`config.mk`:
```
export PLATFORM = sky130hd
export DESIGN_NAME = mux16_rr_scheduler
export DESIGN_NICKNAME = d
export VERILOG_FILES = /design/src/rtl/mux16_rr_scheduler_pkg.sv /design/src/rtl/mux16_rr_scheduler_pick.sv /design/src/rtl/mux16_rr_scheduler.sv
export SDC_FILE = /design/constraint.sdc
export NUM_CORES = 1
export LEC_CHECK = 0
export BUFFER_PORTS_ARGS = -buffer_cell sky130_fd_sc_hd__buf_2
export CAP_MARGIN = 25
export CORE_ASPECT_RATIO = 0.8
export CORE_MARGIN = 2
export CORE_UTILIZATION = 35
export DETAILED_ROUTE_END_ITERATION = 16
export HOLD_SLACK_MARGIN = 0.1
export PLACE_DENSITY = 0.57
export SYNTH_ARGS = -nofsm -noshare
export SYNTH_HDL_FRONTEND = slang
export SYNTH_SLANG_ARGS = --single-unit
export TNS_END_PERCENT = 20
```
`constraint.sdc`:
```
create_clock -name clk -period 5 [get_ports clk]
set_input_delay 0 -clock clk [delete_from_list [all_inputs] [get_ports clk]]
set_output_delay 0 -clock clk [all_outputs]
set_load 0.05 [all_outputs]
```
`src/rtl/mux16_rr_scheduler_pkg.sv`:
```
// Shared types and constants for the 16-way round-robin mux scheduler.
package mux16_rr_scheduler_pkg;

  localparam int unsigned NUM_REQ = 16;
  localparam int unsigned SEL_W   = 4;

  typedef enum logic [1:0] {
    StIdle  = 2'd0,
    StGrant = 2'd1,
    StGap   = 2'd2
  } state_e;

endpackage

```
`src/rtl/mux16_rr_scheduler_pick.sv`:
```
// Combinational round-robin picker.
// Finds the first set request bit, starting one past ptr and wrapping mod 16.
module rr_pick16
  import mux16_rr_scheduler_pkg::*;
(
  input  logic [NUM_REQ-1:0] req,
  input  logic [SEL_W-1:0]   ptr,
  output logic               found,
  output logic [SEL_W-1:0]   idx
);

  logic [SEL_W:0]       shamt;
  logic [NUM_REQ-1:0]   rot;
  logic [SEL_W-1:0]     off;

  // Rotating right by ptr+1 puts the highest-priority candidate at bit 0.
  // A shift of 16 on the doubled vector returns req unrotated.
  assign shamt = {1'b0, ptr} + (SEL_W + 1)'(1);
  assign rot   = NUM_REQ'({req, req} >> shamt);

  // Priority-encode the lowest set bit of the rotated vector.
  always_comb begin
    found = 1'b0;
    off   = '0;
    for (int i = NUM_REQ - 1; i >= 0; i--) begin
      if (rot[i]) begin
        found = 1'b1;
        off   = SEL_W'(i);
      end
    end
  end

  // Undo the rotation; 4-bit arithmetic provides the mod-16 wrap.
  assign idx = ptr + SEL_W'(1) + off;

endmodule

```
`src/rtl/mux16_rr_scheduler.sv`:
```
// Round-robin scheduler driving the select of a 16:1 bit mux.
// Grants one requester at a time, samples the mux output for the owner, and
// inserts a one-cycle gap between owners so the select settles.
module mux16_rr_scheduler
  import mux16_rr_scheduler_pkg::*;
#(
  parameter int unsigned MAX_HOLD = 8,
  parameter int unsigned HOLD_W   = 8
) (
  input  logic               clk,
  input  logic               rst,
  input  logic [NUM_REQ-1:0] req,
  input  logic               mux_o,
  output logic [SEL_W-1:0]   sel,
  output logic [NUM_REQ-1:0] gnt,
  output logic               busy,
  output logic               data_q,
  output logic               data_vld
);

  localparam bit HoldLimited = (MAX_HOLD != 0);
  localparam logic [HOLD_W-1:0] HoldLast = HoldLimited ? HOLD_W'(MAX_HOLD - 1) : '0;

  state_e              state_q;
  logic [SEL_W-1:0]    ptr_q;
  logic [HOLD_W-1:0]   hold_cnt_q;

  logic                pick_found;
  logic [SEL_W-1:0]    pick_idx;
  logic                owner_req;
  logic                hold_expired;

  rr_pick16 u_pick (
    .req   (req),
    .ptr   (ptr_q),
    .found (pick_found),
    .idx   (pick_idx)
  );

  assign owner_req    = req[sel];
  assign hold_expired = HoldLimited && (hold_cnt_q == HoldLast);

  // Scheduler FSM with registered grant, select and sampled data outputs.
  always_ff @(posedge clk) begin
    if (rst) begin
      state_q    <= StIdle;
      ptr_q      <= SEL_W'(NUM_REQ - 1);
      hold_cnt_q <= '0;
      sel        <= '0;
      gnt        <= '0;
      busy       <= 1'b0;
      data_q     <= 1'b0;
      data_vld   <= 1'b0;
    end else begin
      unique case (state_q)
        StIdle: begin
          gnt      <= '0;
          data_vld <= 1'b0;
          if (pick_found) begin
            state_q    <= StGrant;
            sel        <= pick_idx;
            gnt        <= NUM_REQ'(1) << pick_idx;
            busy       <= 1'b1;
            ptr_q      <= pick_idx;
            hold_cnt_q <= '0;
          end
        end
        StGrant: begin
          // Owner release takes priority over sampling; data_q holds on exit.
          if (!owner_req || hold_expired) begin
            state_q  <= StGap;
            gnt      <= '0;
            data_vld <= 1'b0;
          end else begin
            data_q   <= mux_o;
            data_vld <= 1'b1;
            if (hold_cnt_q != '1) begin
              hold_cnt_q <= hold_cnt_q + HOLD_W'(1);
            end
          end
        end
        StGap: begin
          state_q <= StIdle;
          busy    <= 1'b0;
        end
        default: begin
          state_q <= StIdle;
          gnt     <= '0;
          busy    <= 1'b0;
        end
      endcase
    end
  end

endmodule
```
# [Word-level counts from Yosys, hierarchy flattened]
# Cells that the tools add are included.
[word_totals] ff_bits=37 wordCells=84 out_inout_bits=23 inputBits=19
[classes] n_mux=48 n_eq_ne=8 n_addsub=4 bitwise_logic=3 n_shift=2 reduce_logical=10 magnitude_cmp=1
[ops] operator="4-bit two-way mux" count=16
[ops] operator="16-bit case mux with 3 select lines" count=1
[ops] operator="16-bit two-way mux" count=2
[ops] operator="32-bit by 5-bit >> shifter with 16-bit output" count=1
[ops] operator="8-bit two-way mux" count=3
[ops] operator="1-bit two-way mux" count=19
[ops] operator="8-bit case mux with 2 select lines" count=1
[ops] operator="1-bit by 4-bit << shifter with 16-bit output, first input constant" count=1
[ops] operator="2-bit AND reduction" count=5
[ops] operator="8-bit by 1-bit adder with 8-bit output, second input constant" count=1
[ops] operator="8-bit by 3-bit equality test with 1-bit output, second input constant" count=1
[ops] operator="2-bit != test, second input constant" count=4
[ops] operator="8-bit != test, second input constant" count=1
[ops] operator="4-bit by 1-bit adder with 5-bit output, second input constant" count=1
[ops] operator="4-bit by 5-bit < comparator with 1-bit output, second input constant" count=1
[ops] operator="4-bit by 1-bit adder with 4-bit output, second input constant" count=1
[ops] operator="4-bit adder" count=1
[ops] operator="1-bit binary-select mux with 4-bit select" count=1
[ops] operator="2-bit two-way mux" count=2
[ops] operator="1-bit case mux with 2 select lines" count=2
[ops] operator="2-bit case mux with 2 select lines" count=1
[ops] operator="4-bit AND reduction" count=1
[ops] operator="1-bit inverter" count=3
[ops] operator="2-bit by 1-bit equality test with 1-bit output, second input constant" count=1
[ops] operator="5 further kinds" count=5

# [Longest topological paths before layout]
[logic_depth] depth_word=22 ltp_mapped=17 ltp_nobuf=15

# [By module]
# From an unflattened synthesis, not the netlist that was laid out.
[unflattened] cells_unflattened=308 area_unflattened_um2=2964.1
[by_module_without_submodules] mod="mux16_rr_scheduler" seq_area_each_um2=740.7 area_each_um2=1656.6 instances=1 cells_per_inst=184
[by_module_without_submodules] mod="rr_pick16" seq_area_each_um2=0.0 area_each_um2=1307.5 instances=1 cells_per_inst=124

# [Worst setup path after synthesis]
# OpenSTA, ideal clock, no wires.
[synth_timing] path_type="flip-flop to flip-flop" start="reg ptr_q[1]" end="reg gnt[10]" required_time_ns=4.865 stages_incl_launch_ff=16 t_arrival_ns=3.482 setup_ns=0.135 slack_ns=1.383 synth_period_minus_slack_ns=3.617 n_path_buf=2 cell_sequence="dfxtp_1 buf_4 buf_2 mux4_2 a21o_1 o32a_1 o221a_2 o221ai_1 a31oi_1 ha_1 inv_1 a21o_1 a21oi_1 xnor2_1 mux2i_1 o21ai_0"
[synth_between] elab_chain_len=22 elab_cells_between_ends=39 cone_classes="add/sub (3); shift (2); mux (34)"
[synth_rtl] item="from (decl)" line_no="mux16_rr_scheduler.sv:25" rtl="logic [SEL_W-1:0] ptr_q;"
[synth_rtl] item="from (signal assigned)" line_no="mux16_rr_scheduler.sv:47" rtl="ptr_q <= SEL_W'(NUM_REQ - 1);"
[synth_rtl] item="from (signal assigned)" line_no="mux16_rr_scheduler.sv:64" rtl="ptr_q <= pick_idx;"
[synth_rtl] item="4-bit by 1-bit adder with 5-bit output" line_no="mux16_rr_scheduler_pick.sv:18" rtl="assign shamt = {1'b0, ptr} + (SEL_W + 1)'(1);"
[synth_rtl] item="32-bit by 5-bit >> shifter with 16-bit output" line_no="mux16_rr_scheduler_pick.sv:19" rtl="assign rot = NUM_REQ'({req, req} >> shamt);"
[synth_rtl] item="4-bit two-way mux (16 in a row)" line_no="mux16_rr_scheduler_pick.sv:26" rtl="if (rot[i]) begin"
[synth_rtl] item="4-bit adder" line_no="mux16_rr_scheduler_pick.sv:34" rtl="assign idx = ptr + SEL_W'(1) + off;"
[synth_rtl] item="1-bit by 4-bit << shifter with 16-bit output" line_no="mux16_rr_scheduler.sv:62" rtl="gnt <= NUM_REQ'(1) << pick_idx;"
[synth_rtl] item="16-bit two-way mux *" line_no="mux16_rr_scheduler.sv:59" rtl="if (pick_found) begin"
[synth_rtl] item="16-bit case mux with 3 select lines *" line_no="mux16_rr_scheduler.sv:55" rtl="unique case (state_q)"
[synth_rtl] item="to (signal assigned)" line_no="mux16_rr_scheduler.sv:62"
[synth_rtl] item="to (decl)" line_no="mux16_rr_scheduler.sv:15" rtl="output logic [NUM_REQ-1:0] gnt,"
# Every way passes the cells marked *; elsewhere a longest branch is shown, timed or not.
# A chain may end at the register's enable or synchronous reset.

# [Final worst setup path]
[layout_timing] start="reg ptr_q[3]" end="reg gnt[10]"
# The elaborated chain is that of the path after synthesis.

==> impl_metrics.csv <==
group,metric,value,unit
critical_path,critPathLaunchType,"register",
sta,fin_crit_sh,85.26,%
power,p_leak,1.320,nW
finish,fillers,814,
detailed_routing,viasPerCell,5.650,
power,peakVddDrop,0.2283,mV
sta,tns,0,ns
sta,rsz0062_at_grt,"no",
detailed_routing,dr.pass1.iters,4,
detailed_routing,vias,2616,
logic_synthesis,synthDistinctLibCells,55,
power,powerDensity,659.0,nW/um^2
critical_path,crit_family,"compound AO/OA/AOI/OAI gates",
job,drv_cap,0,
global_routing,grt_pass1_vias,2352,
sta,period_minus_slack,4.263,ns
critical_path,arrival,4.41,ns
die,fp.dieW,103.9,um
place,dpl_cell_area,3095,sq um
clocking,clockBufferDepth,2,
finish,layout_common_cells,"nand2_1, buf_2, dfxtp_1",
finish,final_layout_size_suffix_gt1_share,25.35,%
finish,final_nets,378,
clocking,ctsHtreeMaxLevel,2,
sta,slew_violations,0,
min_path,hp-class,"reg -> reg",
sta,max_freq,234.6,MHz
place,io_buffer_count,41,
detailed_routing,first_iter_violations,137,
logic_synthesis,synth_warnings,0,
logic_synthesis,synth_nets,339,
detailed_routing,drc,0,
global_routing,antenna_found_initial,0,
die,io_pins,42,
sta,final_hold_viol_count,0,
logic_synthesis,ys_ff_latch,37,
die,num_rows,29,
critical_path,critPathBufInv,1,
finish,antenna_cells,0,
finish,syn_to_final_growth,16.08,%
finish,design_area,3242,sq um
logic_synthesis,async_reset_ff_share,0,%
detailed_routing,ant_nets,0,
critical_path,cpPeakStageDelay,0.66,ns
clocking,cts_root_buf,"clkbuf_8",
clocking,cts_tree,"built",
die,fp.dieH,83.90,um
clocking,cts_setup_buffers,0,
logic_synthesis,synth.avg_cell_area,8.866,sq um
critical_path,crit_required,5.15,ns
critical_path,critical_path.max_fanout,10,
die,start_util,35.63,%
sta,clock_skew,0.005130,ns
logic_synthesis,synth.cell_area,2793,sq um
detailed_routing,wl_per_cell,15.78,um
die,dieArea,8714,sq um
logic_synthesis,postSynthCellCount,315,
global_routing,grt_pass1_wl,12100,um
critical_path,crit_path_cell_trace,"buf_4 -> mux4_2 -> a211oi_1 -> nand2_1 -> a211oi_1 -> a21oi_1 -> o31ai_1 -> a311oi_1 -> ha_1 -> a21o_1 -> a21oi_1 -> xnor2_1 -> mux2i_1 -> o21ai_0",
status,status,"finished clean",
clocking,insertion_delay,0.29,ns
global_routing,grt_start_max_net_pins,24,
clocking,clock_sinks,37,
die,core_area,7838,sq um
logic_synthesis,ys_seq_area_share,26.52,%
detailed_routing,totalWireLength,7306,um
place,gp_congestion,0.8765,
sta,tightest_slew,0.7944,ns
sta,max_slew_margin,46.97,%
logic_synthesis,synth_ff_type,"dfxtp_1",
global_routing,track_usage,16.96,%
critical_path,crit_path_end_kind,"register",
clocking,cts.clk_slew.worst_paths,0.07,ns
logic_synthesis,synth_edf_count,0,
sta,setup_viol,0,
place,dp_hpwl,5593,um
global_routing,grt-ovfl-total,0,
critical_path,slowest_stage,"dfxtp_1",
finish,layout_commonest_cell,"nand2_1",
critical_path,path_class,"reg -> reg",
clocking,cts_buffers,5,
registers in the layout, summed over array words and instances (netlist names):
name	cells
gnt	16
state_q	2
ptr_q	4
hold_cnt_q	8
busy	1
data_q	1
data_vld	1
sel	4
layer usage:
metal  part of all wire (%)  GRT usage [%]
met5                      0              0
met4                   0.57          2.948
met3                    4.9          3.044
met2                     44          25.42
met1                     51          25.68
final timing paths:
check,startpoint,endpoint,slack (ns),cells after the start
min,gnt[15],gnt[15],0.45,2
min reg2reg,gnt[15],gnt[15],0.45,2
max,ptr_q[3],gnt[10],0.74,14
max reg2reg,ptr_q[3],gnt[10],0.74,14
kinds of logic after synthesis:
kind of cell | count (synthesis) | share of synthesized area, %
buffers and inverters | 27 | 3.898
muxes | 47 | 26.57
DFF | 37 | 26.52
adders and majority gates | 5 | 2.509
AOI/OAI and AO/OA | 96 | 22.63
xor gates and xnor gates | 2 | 0.6274
and+or+nand+nor | 101 | 17.25
what timing repair did:
item,CTS,global route
hold buffers,3,0
hold endpoints to repair,3,0
gates resized for setup,0,0
synth_stat cells, drive strengths merged, types with 2 or more instances:
cell	instances	area, sq um
nor2	20	75.07
clkbuf	8	30.03
inv	10	37.54
buf	8	37.53
nand2	42	157.7
and3	2	12.51
nand3	11	55.05
nor3	7	40.04
mux2	7	78.83
nand4	2	12.51
mux2i	19	190.2
a21boi	2	15.01
o21ai	31	155.1
o211ai	9	67.56
o211a	3	30.03
a211o	2	17.52
o31ai	2	15.01
dfxtp	37	740.7
a21oi	22	117.6
and2	2	12.51
a21o	4	30.03
o32a	2	20.02
nand4b	3	26.28
or2	3	18.77
or3	2	12.51
o221a	2	22.52
mux4	21	473.0
nor2b	3	18.77
xnor2	2	17.52
a211oi	6	50.05
ha	4	50.05
per-stage QoR:
step           power, mW  worst slack, ns  std cells  util (%)  hold WS [ns]
2_1_floorplan      1.555            1.383        315         -        0.1439
3_3_place_gp       1.852           0.8177        451     39.40        0.2343
3_5_place_dp       1.865           0.7665        452     39.50        0.2511
4_1_cts            2.139           0.7690        463     41.36        0.4557
5_1_grt            2.302           0.3402        463     41.36        0.4798
6_report           2.136           0.7372        463     41.36        0.4473
tightest hold or removal path: cells and delay by family (launching register included):
| family | cells | cell delay (ns) |
|---|---|---|
| flip-flops | 1 | 0.32 |
| AO/OA/AOI/OAI | 1 | 0.05 |
| AND/OR/NAND/NOR | 1 | 0.04 |
power by group:
| group | switching [mW] | leakage [nW] | internal [mW] |
|---|---|---|---|
| clock | 0.104 | 0.0585 | 0.163 |
| sequential | 0.0846 | 0.302 | 0.372 |
| combinational | 0.897 | 0.959 | 0.516 |
layout make-up:
cell class	count	area (sq um)	area share, %
inverter	11	41.29	1.274
multi-input combinational	251	1943	59.94
tap	108	135.1	4.168
timing repair buffer	48	265.3	8.182
clock buffer	7	86.33	2.663
clock inverter	1	30.03	0.9263
sequential	37	740.7	22.85
No activity file was read; power rests on OpenSTA's default activity.
